File: src/rtl/bin2bcd_seq.sv
// bin2bcd_seq: sequential double-dabble binary to 4-digit BCD converter with leading-zero blanking
module bin2bcd_seq #(
    parameter int WIDTH = 14
) (
    input  logic             clk,
    input  logic             rst_n,
    input  logic             start,
    input  logic [WIDTH-1:0] bin,
    input  logic             blank_lz,
    output logic             busy,
    output logic             done,
    output logic             ovf,
    output logic [3:0]       dig3,
    output logic [3:0]       dig2,
    output logic [3:0]       dig1,
    output logic [3:0]       dig0
);
    localparam int CW = $clog2(WIDTH + 1);

    typedef enum logic {IDLE, SHIFT} state_t;

    state_t           r_state, w_next;
    logic [WIDTH-1:0] r_opnd;
    logic [15:0]      r_bcd;
    logic [CW-1:0]    r_cnt;
    logic             r_blank, r_ovf_pend, r_done, r_ovf;
    logic [3:0]       r_dig3, r_dig2, r_dig1, r_dig0;
    logic [15:0]      w_adj, w_bcd;
    logic             w_accept, w_last, w_b3, w_b2, w_b1;

    assign w_accept = r_state == IDLE && start;
    assign w_last   = r_state == SHIFT && r_cnt == CW'(WIDTH - 1);
    assign w_bcd    = (w_adj << 1) | 16'(r_opnd[WIDTH-1]);
    assign w_b3     = r_blank && w_bcd[15:12] == 4'd0;
    assign w_b2     = w_b3 && w_bcd[11:8] == 4'd0;
    assign w_b1     = w_b2 && w_bcd[7:4] == 4'd0;

    assign busy = r_state == SHIFT;
    assign done = r_done;
    assign ovf  = r_ovf;
    assign dig3 = r_dig3;
    assign dig2 = r_dig2;
    assign dig1 = r_dig1;
    assign dig0 = r_dig0;

    // Add-3 correction of every scratch nibble that would reach 10 or more after the shift
    always_comb begin
        w_adj = r_bcd;
        for (int i = 0; i < 4; i++)
            if (r_bcd[4*i +: 4] >= 4'd5) w_adj[4*i +: 4] = r_bcd[4*i +: 4] + 4'd3;
    end

    // Next state: leave IDLE on an accepted start, return once the last bit is shifted in
    always_comb begin
        w_next = r_state;
        if (w_accept) w_next = SHIFT;
        else if (w_last) w_next = IDLE;
    end

    // State register
    always_ff @(posedge clk) begin
        if (!rst_n) r_state <= IDLE;
        else r_state <= w_next;
    end

    // Datapath: capture on accept, one iteration per SHIFT edge, publish digits on the final edge
    always_ff @(posedge clk) begin
        if (!rst_n) begin
            r_opnd     <= '0;
            r_bcd      <= '0;
            r_cnt      <= '0;
            r_blank    <= 1'b0;
            r_ovf_pend <= 1'b0;
            r_done     <= 1'b0;
            r_ovf      <= 1'b0;
            r_dig3     <= 4'hF;
            r_dig2     <= 4'hF;
            r_dig1     <= 4'hF;
            r_dig0     <= 4'hF;
        end else begin
            r_done <= w_last;
            if (w_accept) begin
                r_opnd     <= bin;
                r_blank    <= blank_lz;
                r_ovf_pend <= 32'(bin) > 32'd9999;
                r_bcd      <= '0;
                r_cnt      <= '0;
            end else if (r_state == SHIFT) begin
                r_opnd <= r_opnd << 1;
                r_bcd  <= w_bcd;
                r_cnt  <= r_cnt + CW'(1);
            end
            if (w_last) begin
                r_ovf  <= r_ovf_pend;
                r_dig3 <= (r_ovf_pend || w_b3) ? 4'hF : w_bcd[15:12];
                r_dig2 <= (r_ovf_pend || w_b2) ? 4'hF : w_bcd[11:8];
                r_dig1 <= (r_ovf_pend || w_b1) ? 4'hF : w_bcd[7:4];
                r_dig0 <= r_ovf_pend ? 4'hF : w_bcd[3:0];
            end
        end
    end
endmodule

File: config.mk
export PLATFORM = sky130hd
export DESIGN_NAME = bin2bcd_seq
export DESIGN_NICKNAME = d
export VERILOG_FILES = /design/src/rtl/bin2bcd_seq.sv
export SDC_FILE = /design/constraint.sdc
export NUM_CORES = 1
export LEC_CHECK = 0
export BUFFER_PORTS_ARGS = -buffer_cell sky130_fd_sc_hd__buf_2
export CORE_UTILIZATION = 40
export CTS_CLUSTER_SIZE = 24
export DETAILED_ROUTE_END_ITERATION = 10
export GPL_ROUTABILITY_DRIVEN = 0
export PLACE_DENSITY_LB_ADDON = 0.15
export SKIP_LAST_GASP = 1
export SYNTH_ARGS = -nofsm -noshare
export SYNTH_HDL_FRONTEND = slang
export SYNTH_SLANG_ARGS = --single-unit
File: constraint.sdc
create_clock -name clk -period 2.2 [get_ports clk]
set_clock_uncertainty 0.2 [all_clocks]
set_input_delay 0.44 -clock clk [delete_from_list [all_inputs] [get_ports clk]]
set_output_delay 0.44 -clock clk [all_outputs]
set_load 0.1 [all_outputs]
* Word level (Yosys, flattened, before mapping)
Cells that the tools add are included.
** Cells by class
- Equal/unequal tests :: 1
- Bitwise operators :: 3
- Add/sub/neg operators :: 5
- Muxes and demuxes :: 12
- Order comparisons :: 5
- Reductions and logical operators :: 14
** Operator list (number)
- $mux W14 :: 2
- $mux W4 :: 7
- $ge A4 B3 Y1 const B :: 4
- $or A16 B1 Y16 :: 1
- $gt A14 B14 Y1 const B :: 1
- $add A4 B2 Y4 const B :: 3
- $logic_not A4 Y1 :: 3
- $logic_and A1 B1 Y1 :: 5
- $add A4 B1 Y4 const B :: 1
- $eq A4 B4 Y1 const B :: 1
- $reduce_bool A2 Y1 :: 2
- $add A3 B2 Y3 const B :: 1
- $logic_or A1 B1 Y1 :: 3
- $mux W3 :: 1
- $mux W1 :: 2
- $not A1 Y1 :: 2
- $reduce_or A2 Y1 :: 1
** Storage, ports and cells
- Flip-flop bits (word level) :: 55
- Bits of input ports :: 18
- Logic and storage cells :: 52

* Depth between registers and ports, before layout
- Word-level depth :: 9
- Gate-level depth with buffers :: 7

* Worst setup path after synthesis
OpenSTA, ideal clock, no wires.
- Path type :: register to register
- Start point :: register r_state, in the netlist busy
- End point :: register r_dig1[2], in the netlist dig1[2]
- Required time :: 1.867 ns
- Cell stages (with the launch flop) :: 6
- Setup slack :: -0.148 ns
- Library setup time :: 0.133 ns
- Buffers on the path :: 1
- Data arrival time :: 2.015 ns
- Cells stage by stage :: dfxtp_1 -> and4_1 -> buf_2 -> nand3b_1 -> a311oi_1 -> a211oi_2
** Between the ends
- Word-level cells in the longest chain between the ends :: 1
** Ends and longest elaborated chain
- from (decl) :: RTL line 22 : state_t r_state, w_next;
- from (signal assigned) :: RTL line 63 : else r_state <= w_next;
- $logic_and A1 B1 Y1 :: RTL line 32 : assign w_last = r_state == SHIFT && r_cnt == CW'(WIDTH - 1);
- to (signal assigned) :: RTL line 97 : r_dig1 <= (r_ovf_pend || w_b1) ? 4'hF : w_bcd[7:4];
- to (decl) :: RTL line 27 : logic [3:0] r_dig3, r_dig2, r_dig1, r_dig0;
No other way between the ends.
A chain may end at the register's enable or synchronous reset.

* Worst setup path after layout
- Start point :: register r_bcd[12]
- End point :: register r_dig1[2], in the netlist dig1[2]
** Between the ends
- Word-level cells in the longest chain between the ends :: 9
- Elaborated cells between the ends (all ways) :: 10
** Ends and longest elaborated chain
- from (decl) :: RTL line 24 : logic [15:0] r_bcd;
- from (signal assigned) :: RTL line 90 : r_bcd <= w_bcd;
- $ge A4 B3 Y1 or $add A3 B2 Y3 (tied branches) :: RTL line 50 : if (r_bcd[4*i +: 4] >= 4'd5) w_adj[4*i +: 4] = r_bcd[4*i +: 4] + 4'd3;
- $mux W3 (*) :: RTL line 50
- $or A16 B1 Y16 (*) :: RTL line 33 : assign w_bcd = (w_adj << 1) | 16'(r_opnd[WIDTH-1]);
- $logic_not A4 Y1 (*) :: RTL line 34 : assign w_b3 = r_blank && w_bcd[15:12] == 4'd0;
- $logic_and A1 B1 Y1 (*) :: RTL line 34
- $logic_and A1 B1 Y1 (*) :: RTL line 35 : assign w_b2 = w_b3 && w_bcd[11:8] == 4'd0;
- $logic_and A1 B1 Y1 (*) :: RTL line 36 : assign w_b1 = w_b2 && w_bcd[7:4] == 4'd0;
- $logic_or A1 B1 Y1 (*) :: RTL line 97
- $mux W4 (*) :: RTL line 97
Mark *: on every way between the ends. The rest lies on a longest branch, timed or not.

==> out/metrics.csv <==
metric,value,unit
run_status,finished clean,
final_area,3124,um2
startpoint,r_bcd[12]$_SDFFE_PP0P_,
synth_mux_area_share,10.72,%
fp.coreArea,6386,um2
report.final.hold_viol_count,0,
max_cap_viol_count,0,
synthArstFlopShare,0,%
pre_cts_ws,129.9,ps
fill_cells,625,
netSwitchingPower,468.7,uW
ys_seq_area_share,41.39,%
die_area,6981,um2
synth_area_leaders,"dfxtp_1 (41%), mux2i_1 (9.8%), nor2_1 (4.9%)",
grt_pass1_vias,1987,
total_power,2.040,mW
slew_viol_final,0,
cp-end-kind,flip-flop,
synth_nets,332,
period_minus_slack,2063,ps
ant_nets,0,
io_buffers,36,
cts_max_path_buffers,2,
fin_util,48.92,%
start_kind,flip-flop,
rrSetupSlack,140,ps
worst_hold_path_type,in -> reg,
synth_top_family_by_area,simple AND/OR/NAND/NOR gates,
drtIter0Drc,48,
path_class,reg -> reg,
grt_pass1_wl,8921,um
row_count,29,
netlist_instances,304,
mostFrequentLayoutCells,"dfxtp_1 (52), nor2_1 (35), buf_2 (35)",
dr.pass1.iters,4,
worst_pin_slew,504.1,ps
via_per_inst,5.135,
ys.warnings.count,0,
clock_latency,310,ps
ir_drop,0.2575,mV
start_util,41.65,%
cts_tree,done,
setup_ws,136.9,ps
grt_setup_unrepaired,false,
finalSetupViolations,0,
internal_power,1.572,mW
path_clk_slew,100,ps
power_frac_seq,51.4,%
synth_edf_count,0,
synthXorXnorAreaFrac,2.634,%
die_w,83.55,um
finalWirelength,5184,um
p_comb_share,10.2,%
grt_max_degree,26,
pin_count,37,
setup_tns,0,ps
insertedDiodeCount,0,
drive_gt1_share,18.55,%
grt-ovfl-total,0,
die_h,83.55,um
synthAdderAreaFrac,4.704,%
placed_cells,413,
arrival,2100,ps
timing.hold.ws,193.1,ps
syn_to_final_growth,17.45,%
path_cells,"inv_1, ha_1, nand2b_1, a21o_1, mux2i_2, o2111ai_4, a211oi_2",
p_sw_share,22.97,%
p_leak,1.224,nW
drc,0,
critical_path_peak_fanout,8,
fmax,0.4847,GHz
slew_headroom,66.32,%
r2r_start,r_bcd[12]$_SDFFE_PP0P_,
layout_commonest_cell,dfxtp_1,
grtUsageTotal,15.58,%
period_share,93.78,%
layout.cells.non_filler,422,
slowest_stage,dfxtp_2,
synth_compound_area_share,17.03,%
place_area,2982,um2
cpPeakStageDelay,360,ps
nNetsFinal,372,
ctsHoldBuffers,0,
power_density,653.0,nW/um2
yosysTopAreaCell,dfxtp_1,
p_clk_share,38.4,%
cts-root-buf,clkbuf_8,
cts_sinks,55,
antenna_found_initial,0,
syn_area,2660,um2
hp-start,rst_n,
syn_area_per_cell,8.750,um2
via_count,2167,
yosys_register_bits,55,
netlist-cell-type-count,42,
dp_hpwl,3752,um
synthSimpleGateAreaFrac,19.76,%
synth_top_flop_cell,dfxtp_1,
wire_per_inst,12.28,um
cts_buffers,5,
netlist.area_leader.share,41.39,%
htree_levels,2,
crit_required,2230,ps
layer usage:
layer | track usage [%] | part of all wire (%) | vias to the layer above
met5 | 0 | 0 | -
met4 | 4.777 | 0.87 | 0
met3 | 3.759 | 3.3 | 4
met2 | 26.15 | 47 | 37
met1 | 19.78 | 49 | 995
li1 | - | - | 1131
sequential cells by signal (all words and copies together), names as in the netlist:
signal / count
r_opnd: 14
r_cnt: 4
dig2: 4
r_blank: 1
dig0: 4
busy: 1
dig3: 4
done: 1
r_ovf_pend: 1
ovf: 1
dig1: 4
r_bcd: 16
synth_stat cells, types with 2 or more instances:
library cell / instances
o21ai_1: 7
a211oi_2: 3
a21oi_1: 16
and2_1: 14
a211oi_1: 5
nor3b_1: 7
clkbuf_1: 7
buf_2: 5
xnor2_1: 6
nand4_1: 2
o21ai_0: 18
dfxtp_1: 55
nor2b_1: 2
o22ai_1: 3
a21boi_0: 3
o2111ai_1: 3
o2bb2ai_1: 2
nand3_1: 4
buf_1: 2
ha_1: 10
mux2i_1: 26
nor2_1: 35
nand2b_1: 7
nand2_1: 30
xor2_1: 2
nor3_1: 3
inv_1: 11
a31oi_1: 2
final cells by class:
cell class	count	area, um2	share of cell area (%)
Timing Repair Buffer	47	290.3	9.291
Clock buffer	6	72.57	2.323
Clock inverter	2	60.06	1.922
Inverter	11	41.29	1.322
Multi-Input combinational cell	224	1459	46.70
Sequential cell	55	1105	35.36
Tap cell	77	96.34	3.084
repair_timing:
action                                  4_1_cts  5_1_grt
endpoints found under the hold margin         0        0
endpoints found under the setup margin        0       10
buffers inserted                              0        1
gates resized for setup                       0        2
final timing paths:
path                          end  cells past startpoint
min reg2reg      ovf$_SDFFE_PN0P_                      2
max          dig1[2]$_SDFFE_PN1P_                      7
min          dig0[1]$_SDFFE_PN1P_                      2
max reg2reg  dig1[2]$_SDFFE_PN1P_                      7
power groups by stage:
stage,Combinational (mW),Clock [mW],Sequential (mW)
2_1_floorplan,0.141,0,1.07
3_3_place_gp,0.207,0,1.07
3_5_place_dp,0.209,0,1.07
4_1_cts,0.210,0.813,1.05
5_1_grt,0.234,0.847,1.05
6_report,0.208,0.784,1.05
kinds of logic after synthesis:
family                     count (synthesis)
AOI/OAI and AO/OA                         69
muxes                                     28
DFF                                       55
xor gates and xnor gates                   8
buffers and inverters                     25
and+or+nand+nor                          109
adders and majority gates                 10
critical path: cells and delay by family, from the launching register on:
| family | cells | cell delay, ps |
|---|---|---|
| mux | 1 | 330 |
| buf+inv | 1 | 80 |
| flops | 1 | 360 |
| fa+ha+maj | 1 | 250 |
| simple gates | 1 | 80 |
| compound gates | 3 | 680 |
Power figures use the tool's default switching activity.
